==> src/rtl/serial_add_ctrl.sv <==
// Bit-serial adder sequencer: time-shares one external FullAdder cell, LSB first,
// one bit per clock, with valid/ready request and response ports.
module serial_add_ctrl #(
  parameter int WIDTH = 8
) (
  input  logic             clk,
  input  logic             rst,
  input  logic             start_valid,
  output logic             start_ready,
  input  logic [WIDTH-1:0] a,
  input  logic [WIDTH-1:0] b,
  input  logic             cin,
  output logic             fa_a,
  output logic             fa_b,
  output logic             fa_c,
  input  logic             fa_sum,
  input  logic             fa_carry,
  output logic             result_valid,
  input  logic             result_ready,
  output logic [WIDTH-1:0] result,
  output logic             cout,
  output logic             overflow,
  output logic             busy
);
  // Handshakes: a transfer happens on a rising edge where valid && ready are both
  // high; ready never depends on valid, and result_valid holds until it is taken.
  localparam int CW = $clog2(WIDTH);
  localparam logic [CW-1:0] LAST = CW'(WIDTH - 1);

  typedef enum logic [1:0] {
    IDLE = 2'd0,
    RUN  = 2'd1,
    DONE = 2'd2
  } state_t;

  state_t           state_q, state_d;
  logic [CW-1:0]    count_q, count_d;
  logic             carry_q, carry_d;
  logic [WIDTH-1:0] a_sr_q, a_sr_d;
  logic [WIDTH-1:0] b_sr_q, b_sr_d;
  logic [WIDTH-1:0] result_sr_q, result_sr_d;
  logic             cout_q, cout_d;
  logic             overflow_q, overflow_d;

  always_ff @(posedge clk) begin
    if (rst) begin
      state_q     <= IDLE;
      count_q     <= '0;
      carry_q     <= 1'b0;
      a_sr_q      <= '0;
      b_sr_q      <= '0;
      result_sr_q <= '0;
      cout_q      <= 1'b0;
      overflow_q  <= 1'b0;
    end else begin
      state_q     <= state_d;
      count_q     <= count_d;
      carry_q     <= carry_d;
      a_sr_q      <= a_sr_d;
      b_sr_q      <= b_sr_d;
      result_sr_q <= result_sr_d;
      cout_q      <= cout_d;
      overflow_q  <= overflow_d;
    end
  end

  always_comb begin
    state_d      = state_q;
    count_d      = count_q;
    carry_d      = carry_q;
    a_sr_d       = a_sr_q;
    b_sr_d       = b_sr_q;
    result_sr_d  = result_sr_q;
    cout_d       = cout_q;
    overflow_d   = overflow_q;
    start_ready  = 1'b0;
    result_valid = 1'b0;
    busy         = 1'b0;
    fa_a         = 1'b0;
    fa_b         = 1'b0;
    fa_c         = 1'b0;
    case (state_q)
      IDLE: begin
        start_ready = 1'b1;
        if (start_valid) begin
          a_sr_d  = a;
          b_sr_d  = b;
          carry_d = cin;
          count_d = '0;
          state_d = RUN;
        end
      end
      RUN: begin
        busy        = 1'b1;
        fa_a        = a_sr_q[0];
        fa_b        = b_sr_q[0];
        fa_c        = carry_q;
        result_sr_d = {fa_sum, result_sr_q[WIDTH-1:1]};
        a_sr_d      = {1'b0, a_sr_q[WIDTH-1:1]};
        b_sr_d      = {1'b0, b_sr_q[WIDTH-1:1]};
        carry_d     = fa_carry;
        count_d     = count_q + CW'(1);
        if (count_q == LAST) begin
          // Signed overflow: carry into the MSB differs from carry out of it.
          cout_d     = fa_carry;
          overflow_d = carry_q ^ fa_carry;
          count_d    = '0;
          state_d    = DONE;
        end
      end
      DONE: begin
        busy         = 1'b1;
        result_valid = 1'b1;
        if (result_ready) state_d = IDLE;
      end
      default: state_d = IDLE;
    endcase
  end

  assign result   = result_sr_q;
  assign cout     = cout_q;
  assign overflow = overflow_q;
endmodule

==> config.mk <==
export PLATFORM = sky130hd
export DESIGN_NAME = serial_add_ctrl
export DESIGN_NICKNAME = d
export VERILOG_FILES = /design/src/rtl/serial_add_ctrl.sv
export SDC_FILE = /design/constraint.sdc
export NUM_CORES = 1
export LEC_CHECK = 0
export ABC_AREA = 1
export ABC_CLOCK_PERIOD_IN_PS = 1720
export BUFFER_PORTS_ARGS = -buffer_cell sky130_fd_sc_hd__buf_2
export CAP_MARGIN = 10
export CORE_MARGIN = 10
export CORE_UTILIZATION = 51
export DETAILED_ROUTE_END_ITERATION = 10
export PLACE_DENSITY = 0.87
export SETUP_SLACK_MARGIN = 0.15
export SYNTH_ARGS = -nofsm -noshare
export SYNTH_HDL_FRONTEND = slang
export SYNTH_SLANG_ARGS = --single-unit
==> constraint.sdc <==
create_clock -name clk -period 1.72 [get_ports clk]
set_input_delay 0.258 -clock clk [delete_from_list [all_inputs] [get_ports clk]]
set_output_delay 0.258 -clock clk [all_outputs]
set_load 0.01 [all_outputs]
; Word level (Yosys, flattened, before mapping)
; Index checks and enable logic that the tools add are counted.
[totals]
in_bits = 23
regBits = 32
[classes]
n_eq_ne = 6
addsub = 1
muxes = 19
bitwise_logic = 1
reduce_logical = 6
[ops]
columns = op, n
row1 = 8-bit case mux with 2 select lines, 2
row2 = 8-bit 2-to-1 mux, 2
row3 = 1-bit 2-to-1 mux, 7
row4 = 2-bit 2-to-1 mux, 3
row5 = 3-bit 2-to-1 mux, 2
row6 = "2-bit inequality test, second input constant", 3
row7 = 2-bit case mux with 3 select lines, 1
row8 = 3-bit case mux with 2 select lines, 1
row9 = 2-bit AND reduction, 2
row10 = "3-bit by 1-bit adder with 3-bit output, second input constant", 1
row11 = "3-bit == test, second input constant", 1
row12 = 3-bit AND reduction, 1
row13 = "2-bit by 1-bit == test with 1-bit output, second input constant", 1
row14 = "2-bit == test, second input constant", 1
row15 = 2-bit zero test, 1
row16 = 1-bit case mux with 2 select lines, 1
row17 = 2-bit nonzero test, 1
row18 = 2-bit OR reduction, 1
row19 = 1-bit bitwise XOR, 1

; Longest topological paths before layout
; Gate-level depths: netlist of the first run.
[depth]
ltp_word = 3
depth_mapped = 9
mapped_depth_nobuf = 8

; Worst setup path before layout of the first run
; Ideal clock, no wire load.
[synth_path]
path_type = register to register
start = register state_q[0]
end = register a_sr_q[0]
path_buffers = 2
slack_ns = 0.322
stages_incl_launch_ff = 9
t_arrival_ns = 1.282
period_less_slack_ns = 1.398
required_time_ns = 1.604
cell_sequence = dfxtp_1 -> inv_1 -> ha_1 -> nand2_1 -> nand2_2 -> buf_6 -> buf_6 -> o21ai_0 -> nor2_1
[synth_between]
elab_chain_len = 3
word_cells_on_any_way = 6
classes_between = eq/ne (2) / mux (1) / reduce/logical (3)
[synth_lines]
columns = element, line_no
row1 = "start, declared", 36  ; state_t state_q, state_d;
row2 = "start signal, assigned", 56  ; state_q <= state_d;
row3 = 2-bit by 1-bit == test with 1-bit output or 2-bit zero test (tied branches), 82  ; case (state_q)
row4 = 2-bit nonzero test (no line) or 2-bit inequality test (tied branches), --
row5 = 2-bit AND reduction (no line), --
row6 = "end signal, assigned", 59  ; a_sr_q <= a_sr_d;
row7 = "end, declared", 39  ; logic [WIDTH-1:0] a_sr_q, a_sr_d;
; Several ways; a longest one is shown, not always the timed one.
; A chain may end at the register's enable or synchronous reset.

; Final worst setup path of the first run
[layout_path]
start = register state_q[1]
end = output port fa_a
[layout_between]
elab_chain_len = 2
[layout_lines]
columns = element, line_no
row1 = 2-bit by 1-bit == test with 1-bit output, 82
row2 = 1-bit 2-to-1 mux, 82
row3 = "end, declared", 13  ; output logic fa_a,
; No other way between the ends.

==> results of run 1 <==
-- kinds of logic after synthesis --
logic type,Yosys count
compound gates,31
buf+inv,23
simple gates,123
fa+ha+maj,6
xor+xnor,1
flops,32
-- sequential cells by signal, summed over array words and instances (netlist names) --
signal and cells:
a_sr_q 8, b_sr_q 8, carry_q 1, count_q 3, cout 1, overflow 1
result 8, state_q 2
-- Yosys cell counts --
cell / instances / share of area
xnor2_1: 1 / 0.0060
ha_1: 6 / 0.051
buf_4: 2 / 0.010
nand2_2: 2 / 0.0085
nor2_1: 54 / 0.14
clkbuf_1: 3 / 0.0077
buf_6: 2 / 0.015
inv_2: 1 / 0.0026
a21oi_1: 5 / 0.017
inv_1: 12 / 0.031
dfxtp_1: 32 / 0.44
nand2_1: 60 / 0.15
buf_2: 3 / 0.010
nand3_1: 7 / 0.024
o21ai_0: 26 / 0.089
-- per-layer routing --
| metal | part of all wire | vias up | wire, µm | GRT usage |
|---|---|---|---|---|
| li1 | - | 761 | - | - |
| met1 | 0.43 | 629 | 1510 | 0.150 |
| met2 | 0.47 | 43 | 1620 | 0.208 |
| met3 | 0.087 | 6 | 304 | 0.0552 |
| met4 | 0.012 | 0 | 43 | 0.0455 |
| met5 | 0 | - | 0 | 0 |
-- metrics by stage --
stage,cells,utilization,total power [mW],cell area [µm²]
global route,293,0.656,3.51,1810
floorplan,216,-,2.24,1470
CTS,290,0.641,3.12,1770
finish,293,0.656,3.22,1810
global placement,280,0.606,2.53,1670
detailed placement,280,0.606,2.57,1670
-- area by class of cell --
type	count	share of cell area
Tap cell	31	0.0215
Multi-Input combinational cell	161	0.409
Clock buffer	7	0.0304
Timing Repair Buffer	48	0.149
Sequential cell	32	0.356
Clock inverter	1	0.00415
Inverter	13	0.0298
-- power groups by stage --
stage	logic, mW	clock network [mW]	registers [mW]
2_1_floorplan	1.07	0	1.17
3_3_place_gp	1.37	0	1.16
3_5_place_dp	1.40	0	1.17
4_1_cts	1.49	0.474	1.16
5_1_grt	1.81	0.493	1.21
6_report	1.59	0.460	1.17
-- path summary, 6_finish.rpt --
path,start,to,slack (ns),cells past startpoint
setup / recovery,state_q[1]$_SDFFE_PP0P_,fa_a,0.20,6
hold / removal,rst,count_q[1]$_SDFFE_PP0P_,0.13,2
setup reg to reg,state_q[0]$_SDFFE_PP0P_,a_sr_q[4]$_SDFFE_PP0P_,0.24,8
hold reg to reg,count_q[1]$_SDFFE_PP0P_,count_q[1]$_SDFFE_PP0P_,0.48,2
-- what timing repair did --
item                                    4_1_cts  5_1_grt
resized for setup                             7        7
setup buffers                                 1        3
hold buffers                                  0        0
endpoints found under the setup margin        4       23
gates cloned                                  1        0
pin swaps                                     1        0
==> flow_metrics.env, run 1 <==
export IMPL_rsz0062_at_grt="true"
export IMPL_drt_wl_total_um=3480
export IMPL_slowest_stage="dfxtp_2"
export IMPL_diodes=0
export IMPL_clkTransAtPathRegs_ns=0.11
export IMPL_worst_pin_slew_ns=0.239
export IMPL_gr_total_overflow=0
export IMPL_worstPathCellList="inv_4 > ha_4 > buf_8 > nand2_2 > inv_1 > buf_2"
export IMPL_slew_headroom=0.841
export IMPL_start_util=0.532
export IMPL_layout_common_cells="nand2_1 (58), nor2_1 (54), buf_2 (39)"
export IMPL_fmaxAchievable_mhz=659
export IMPL_period_needed_ns=1.52
export IMPL_layout_commonest_cell="nand2_1"
export IMPL_path_buf_inv=4
export IMPL_synth_seq_area_share=0.436
export IMPL_vias_per_cell=4.91
export IMPL_clkPwrFrac=0.143
export IMPL_clk_latency_ns=0.34
export IMPL_yosysUniqueCellTypes=15
export IMPL_io_buffers=38
export IMPL_max_clock_path_buffers=2
export IMPL_syn_to_final_growth_pct=23.2
export IMPL_vias=1439
export IMPL_ys_ff_latch=32
export IMPL_postRouteAntennaNets=0
export IMPL_yosys_warnings=0
export IMPL_drc=0
export IMPL_die_x_um=73.6
export IMPL_crit_path_start_kind="flip-flop"
export IMPL_clockRootBuffer="clkbuf_4"
export IMPL_gp_congestion=0.793
export IMPL_vdd_ir_drop_max_uv=1340
export IMPL_dp_hpwl_um=2360
export IMPL_synthAdderAreaFrac=0.0512
export IMPL_htree_levels=2
export IMPL_grt_pass1_vias=1385
export IMPL_num_rows=19
export IMPL_synthXorXnorAreaFrac=0.00597
export IMPL_power_internal_mw=1.83
export IMPL_wl_per_cell_um=11.9
export IMPL_pin_count=39
export IMPL_tns_ns=0
export IMPL_path_delay_family="flip-flops"
export IMPL_cts_tree="done"
export IMPL_critPathMaxStageDelay_ns=0.37
export IMPL_synthCells=216
export IMPL_p_sw_frac=0.433
export IMPL_status="completed"
export IMPL_regArea_um2=643
export IMPL_antenna_found_initial=0
export IMPL_p_seq_frac=0.364
export IMPL_syn_num_nets=245
export IMPL_core_um2=2760
export IMPL_comb_power_share=0.494
export IMPL_crit_type="reg -> out"
export IMPL_period_share=0.883
export IMPL_syn_avg_cell_area_um2=6.79
export IMPL_setup_viol=0
export IMPL_drt_iter0_drc=102
export IMPL_grt_first_pass_wirelength_um=5840
export IMPL_setup_slack_ns=0.202
export IMPL_worst_ep_required_time_ns=1.46
export IMPL_holdWs_ns=0.129
export IMPL_slew_viol_final=0
export IMPL_drive_gt1_frac=0.248
export IMPL_dieHeight_um=73.6
export IMPL_cts_sinks=32
export IMPL_powerDensity_nw_per_um2=1780
export IMPL_crit_fanout=8
export IMPL_track_usage=0.130
export IMPL_numCtsBuffers=5
export IMPL_end_kind="output port"
export IMPL_dieArea_um2=5420
export IMPL_hold_class="in -> reg"
export IMPL_clock_skew_ns=0.0164
export IMPL_syn_cell_area_um2=1470
export IMPL_fill_cells=257
export IMPL_maxCapViolations=0
export IMPL_p_leak_nw=0.978
export IMPL_synth_compound_area_share=0.106
export IMPL_drt_first_pass_iters=4
export IMPL_p_switching_mw=1.40
export IMPL_hold_viol=0
export IMPL_worstPathArrival_ns=1.26
export IMPL_synthSimpleGateAreaFrac=0.324
export IMPL_nets=290
export IMPL_multi_input_area_um2=739
export IMPL_dp_slack_ns=0.198
export IMPL_grt_max_degree=29
export IMPL_synthMuxAreaShare=0
export IMPL_synth_top_family_by_area="simple AND/OR/NAND/NOR gates"
Power figures use the tool's default switching activity.
==> run 2: changes to the inputs <==
Settings changed: ABC_AREA 1 to not set, ABC_CLOCK_PERIOD_IN_PS 1720 to 1400, CORE_UTILIZATION 51 to 52.
Clock period 1.72 ns to 1.4 ns, I/O delays scaled along.
==> run 2 against run 1 <==
Against the previous run:
- register-to-register slack worse by 0.38 ns
- via count down 5.8%
- hold slack worse by 0.0048 ns
- clock-buffer cell count unchanged
- synthesized cell count down 29%
- clock skew down 0.0080 ns
- die area up 6.5%
- critical endpoint is now b_sr_q[3]$_SDFFE_PP0P_
- the run now ends with negative setup slack left
==> flow_metrics.env, run 2 <==
export IMPL_status="finished with violations"
export IMPL_violations="negative setup slack"
export IMPL_yosys_warnings=0
export IMPL_setup_viol=22
export IMPL_grt_first_pass_wirelength_um=6880
export IMPL_dieHeight_um=76.0
export IMPL_fin_util=0.798
export IMPL_start_util=0.539
export IMPL_clkTransAtPathRegs_ns=0.10
export IMPL_vias_per_cell=5.36
export IMPL_maxCapViolations=0
export IMPL_placed_area_um2=2020
export IMPL_multi_input_area_um2=1090
export IMPL_crit_type="reg -> reg"
export IMPL_highest_layer="met4"
export IMPL_period_needed_ns=1.54
export IMPL_wl_per_cell_um=18.8
export IMPL_dieArea_um2=5780
export IMPL_max_clock_path_buffers=2
export IMPL_postRouteAntennaNets=0
export IMPL_fill_cells=178
export IMPL_ys_ff_latch=32
export IMPL_dp_hpwl_um=2790
export IMPL_yosysMostFrequentCell="dfxtp_1"
export IMPL_die_x_um=76.0
export IMPL_async_reset_ff_frac=0
export IMPL_slew_headroom=0.681
export IMPL_regArea_um2=651
export IMPL_numCtsBuffers=5
export IMPL_yosysTopAreaCellShare=0.393
export IMPL_worst_ep_required_time_ns=1.67
export IMPL_fmaxAchievable_mhz=647
export IMPL_crit_fanout=8
export IMPL_worst_pin_slew_ns=0.478
export IMPL_yosysUniqueCellTypes=28
export IMPL_slowest_stage="dfxtp_4"
export IMPL_rsz0062_at_grt="true"
export IMPL_path_buf_inv=3
export IMPL_drive_gt1_frac=0.603
export IMPL_slew_viol_final=0
export IMPL_hold_viol=0
export IMPL_gr_total_overflow=0
export IMPL_clk_latency_ns=0.34
export IMPL_end_kind="flip-flop"
export IMPL_hold_class="in -> reg"
export IMPL_crit_path_start_kind="flip-flop"
export IMPL_num_rows=20
export IMPL_grt_max_degree=20
export IMPL_syn_to_final_growth_pct=48.2
export IMPL_syn_num_nets=182
export IMPL_syn_cell_area_um2=1630
export IMPL_syn_avg_cell_area_um2=10.7
export IMPL_clock_skew_ns=0.00848
export IMPL_routed_wl_met3_um=211
export IMPL_gp_congestion=0.787
export IMPL_vias=1356
export IMPL_core_um2=3030
export IMPL_drt_iter0_drc=54
export IMPL_layout_commonest_cell="buf_2"
export IMPL_synth_seq_area_share=0.393
export IMPL_pin_count=39
export IMPL_track_usage=0.145
export IMPL_powerDensity_nw_per_um2=1940
export IMPL_setup_slack_ns=-0.145
export IMPL_p_leak_nw=0.981
export IMPL_synth_edf_count=0
export IMPL_reg2reg_slack_ns=-0.14
export IMPL_diodes=0
export IMPL_drt_met1_wl_um=1900
export IMPL_clockRootBuffer="clkbuf_4"
export IMPL_wl_met2_um=2500
export IMPL_drc=0
export IMPL_worstPathArrival_ns=1.81
export IMPL_grt_pass1_vias=1433
export IMPL_drt_first_pass_iters=4
export IMPL_critPathMaxStageDelay_ns=0.38
export IMPL_period_share=1.10
export IMPL_htree_levels=2
export IMPL_io_buffers=38
export IMPL_worstPathCellList="inv_4 > ha_4 > buf_6 > mux2_4 > clkbuf_16 > a211oi_2"
export IMPL_cts_tree="done"
export IMPL_vdd_ir_drop_max_uv=1220
export IMPL_path_delay_family="flip-flops"
export IMPL_yosys_area_top_type="dfxtp_1"
export IMPL_final_cell_area_um2=2420
export IMPL_layout_common_cells="buf_2 (32), dfxtp_1 (28), mux2i_1 (27)"
export IMPL_antenna_found_initial=0
export IMPL_synth_area_leaders="dfxtp_1 (39%), mux2i_1 (17%), a211oi_2 (12%)"
export IMPL_nets=238
export IMPL_drt_wl_total_um=4760
export IMPL_synthCells=153
export IMPL_cts_sinks=32
export IMPL_synth_ff_type="dfxtp_1"
export IMPL_synth_common_cells="dfxtp_1 (32), mux2i_1 (27), a211oi_2 (15), nor2_2 (15), nor2_1 (10)"
[run 2: changes by cell type in the layout (fill, tap and decap cells not counted), moves of 5 or more]
cell,before,now
nor2_1,54,10
o21ai_0,26,0
a211oi_2,0,15
inv_1,11,2
nand2_1,58,2
nand3_1,7,1
nand2b_1,0,5
mux2i_1,0,27
buf_6,0,11
buf_12,0,5
buf_2,39,32
nor2_4,0,15
[run 2: repair_timing]
item / CTS / global route
endpoints found under the setup margin: 29 / 38
pin swaps: 3 / 7
hold buffers: 0 / 0
setup buffers: 8 / 6
resized for setup: 18 / 24
cloned: 1 / 2
[run 2: metrics by stage]
step                hold slack [ns]  total power [mW]  TNS (ns)  std cells  worst slack, ns
finish                        0.124              4.68     -2.51        253           -0.145
global route                  0.121              4.91     -3.47        253           -0.192
CTS                           0.121              4.28     -1.60        246           -0.110
detailed placement            0.474              3.29         0        230          0.00210
global placement              0.446              3.17         0        230           0.0576
floorplan                     0.357              2.93         0        153           0.0183
[run 2: cells by family after synthesis]
logic type | share of synthesized area
fa+ha+maj | 0.0460
xor+xnor | 0.00537
flops | 0.393
simple gates | 0.142
compound gates | 0.169
mux | 0.175
buf+inv | 0.0698
[run 2: worst paths after layout]
check / cells past startpoint / start / endpoint
max reg2reg: 6 / state_q[1]$_SDFFE_PP0P_ / b_sr_q[3]$_SDFFE_PP0P_
min reg2reg: 2 / cout$_SDFFE_PP0P_ / cout$_SDFFE_PP0P_
min: 3 / fa_sum / result[7]$_SDFFE_PP0N_
max: 6 / state_q[1]$_SDFFE_PP0P_ / b_sr_q[3]$_SDFFE_PP0P_
[run 2: routing by layer]
layer  GRT usage  up-vias
li1            -      648
met4      0.0966        0
met1       0.150      660
met3      0.0495       12
met5           0        -
met2       0.241       36
[run 2: final cells by class]
| type | instances | area share |
|---|---|---|
| Timing Repair Buffer | 60 | 0.214 |
| Inverter | 6 | 0.0166 |
| Tap cell | 44 | 0.0228 |
| Multi-Input combinational cell | 104 | 0.451 |
| Sequential cell | 32 | 0.269 |
| Clock buffer | 7 | 0.0269 |
[run 2: worst register-to-register path, stage by stage, from the launching register on]
cell and delay (ns):
dfxtp_4 0.38, inv_4 0.05, ha_4 0.19, buf_6 0.13
mux2_4 0.35, clkbuf_16 0.20, a211oi_2 0.19
[run 2: power by group]
part	internal (mW)	switching, mW	leakage, nW	total (mW)
Sequential	1.15	0.265	0.265	1.42
Combinational	1.45	1.22	0.679	2.66
Clock	0.285	0.321	0.0374	0.606
==> run 3: changes to the inputs <==
Settings changed: BUFFER_PORTS_ARGS -buffer_cell sky130_fd_sc_hd__buf_2 to -buffer_cell sky130_fd_sc_hd__buf_4.
==> run 3 against run 2 <==
Against the previous run:
- the run still ends with negative setup slack left
- critical path depth down 1
- cell area up 5.7%
- routed wire length up 5.9%
- global-route usage up 1.8 points
- core utilization up 4.5 points
- clock-buffer cell count unchanged
- register-to-register slack better by 0.04 ns
==> flow_metrics.env, run 3 (same netlist as run 2, synthesis figures left out) <==
export IMPL_core_um2=3030
export IMPL_syn_to_final_growth_pct=56.6
export IMPL_antenna_found_initial=0
export IMPL_dieArea_um2=5780
export IMPL_hold_viol=0
export IMPL_slew_headroom=0.722
export IMPL_layout_commonest_cell="buf_4"
export IMPL_drt_first_pass_iters=4
export IMPL_setup_slack_ns=-0.130
export IMPL_violations="negative setup slack"
export IMPL_nets=241
export IMPL_placed_area_um2=2110
export IMPL_fill_cells=150
export IMPL_vias=1385
export IMPL_pin_count=39
export IMPL_tns_ns=-1.30
export IMPL_num_rows=20
export IMPL_gp_congestion=0.747
export IMPL_path_buf_inv=3
export IMPL_dp_hpwl_um=2820
export IMPL_reg2reg_slack_ns=-0.10
export IMPL_drt_iter0_drc=102
export IMPL_crit_path_start="state_q[1]$_SDFFE_PP0P_"
export IMPL_grt_max_degree=32
export IMPL_slew_viol_final=0
export IMPL_path_delay_family="flip-flops"
export IMPL_reg2reg_from="count_q[0]$_SDFFE_PP0P_"
export IMPL_grt_pass1_vias=1468
export IMPL_setup_viol=22
export IMPL_crit_fanout=5
export IMPL_cts_tree="done"
export IMPL_worstPathCellList="inv_4 > ha_4 > buf_12 > and2_4 > buf_6"
export IMPL_htree_levels=2
export IMPL_grt_first_pass_wirelength_um=7680
export IMPL_wl_per_cell_um=19.7
export IMPL_period_needed_ns=1.53
export IMPL_dieHeight_um=76.0
export IMPL_crit_path_start_kind="flip-flop"
export IMPL_period_share=1.09
export IMPL_vdd_ir_drop_max_uv=899
export IMPL_drive_gt1_frac=0.623
export IMPL_die_x_um=76.0
export IMPL_worst_path_stages=5
export IMPL_multi_input_area_um2=1090
export IMPL_drc=0
export IMPL_clkTransAtPathRegs_ns=0.09
export IMPL_clk_latency_ns=0.35
export IMPL_slowest_stage="dfxtp_2"
export IMPL_fmaxAchievable_mhz=654
export IMPL_worst_ep_required_time_ns=1.19
export IMPL_crit_type="reg -> out"
export IMPL_drt_wl_total_um=5040
export IMPL_cts_sinks=32
export IMPL_worstPathArrival_ns=1.32
export IMPL_clockRootBuffer="clkbuf_4"
export IMPL_max_clock_path_buffers=2
export IMPL_reg2reg_to="state_q[1]$_SDFFE_PP0P_"
export IMPL_powerDensity_nw_per_um2=1940
export IMPL_regArea_um2=648
export IMPL_start_util=0.539
export IMPL_maxCapViolations=0
export IMPL_vias_per_cell=5.41
export IMPL_status="finished with violations"
export IMPL_postRouteAntennaNets=0
export IMPL_p_leak_nw=1.02
export IMPL_layout_common_cells="buf_4 (42), dfxtp_1 (28), mux2i_1 (26)"
export IMPL_clock_skew_ns=0.0238
export IMPL_rsz0062_at_grt="true"
export IMPL_hold_class="in -> reg"
export IMPL_diodes=0
export IMPL_worst_pin_slew_ns=0.416
export IMPL_holdWs_ns=0.110
export IMPL_endpoint="fa_a"
export IMPL_gr_total_overflow=0
export IMPL_critPathMaxStageDelay_ns=0.37
export IMPL_end_kind="output port"
export IMPL_rr_worst_depth=5
export IMPL_final_cell_area_um2=2550
export IMPL_track_usage=0.162
export IMPL_power_mw=4.95
export IMPL_fin_util=0.844
export IMPL_numCtsBuffers=5
export IMPL_io_buffers=38
## run 3: cell types whose count changed in the layout (fill, tap and decap cells not counted), sizes merged
cell,change
buf,+3
clkinv,-1
inv,+1
## run 3: routing by layer
metal / part of all wire / global-route usage / vias up
met5: 0 / 0 / -
met4: 0.025 / 0.0530 / 0
met3: 0.050 / 0.0613 / 19
met2: 0.52 / 0.287 / 43
met1: 0.41 / 0.172 / 673
li1: - / - / 650
## run 3: tightest hold or removal path: cells and delay by family
family | cells | cell delay (ns)
and+or+nand+nor | 1 | 0.07
muxes | 1 | 0.05
buffers and inverters | 1 | 0.08
## run 3: power by group
group	switching [mW]	leakage (nW)	internal (mW)
sequential	0.267	0.264	1.15
combinational	1.27	0.718	1.64
clock	0.338	0.0374	0.285
## run 3: final cells by class
type	instances	area share
multi-input combinational	104	0.428
tap	44	0.0215
inverter	6	0.0108
sequential	32	0.254
timing repair buffer	63	0.261
clock buffer	7	0.0255
## run 3: worst min-delay path by stage
| stage | start | cells past startpoint | slack (ns) | end |
|---|---|---|---|---|
| 6_report | fa_sum | 3 | 0.11 | result[7]$_SDFFE_PP0N_ |
| 5_1_grt | a[7] | 3 | 0.13 | a_sr_q[7]$_SDFFE_PP0P_ |
| 4_1_cts | fa_sum | 3 | 0.10 | result[7]$_SDFFE_PP0N_ |
| 3_5_place_dp | fa_sum | 3 | 0.45 | result[7]$_SDFFE_PP0N_ |
| 3_3_place_gp | fa_sum | 3 | 0.45 | result[7]$_SDFFE_PP0N_ |
| 2_1_floorplan | fa_sum | 2 | 0.36 | result[7]$_SDFFE_PP0N_ |
## run 3: stage by stage
stage,setup WS (ns),instances
3_3_place_gp,0.0465,231
3_5_place_dp,-0.0000973,231
4_1_cts,-0.120,251
6_report,-0.130,256
2_1_floorplan,0.0183,153
5_1_grt,-0.175,256
## run 3: timing repair
item                                    in CTS  in global routing
pin swaps                                    4                  6
gates cloned                                 3                  2
resized for setup                           27                 16
endpoints found under the setup margin      30                 38
hold buffers                                 0                  0
buffers inserted                            10                  3
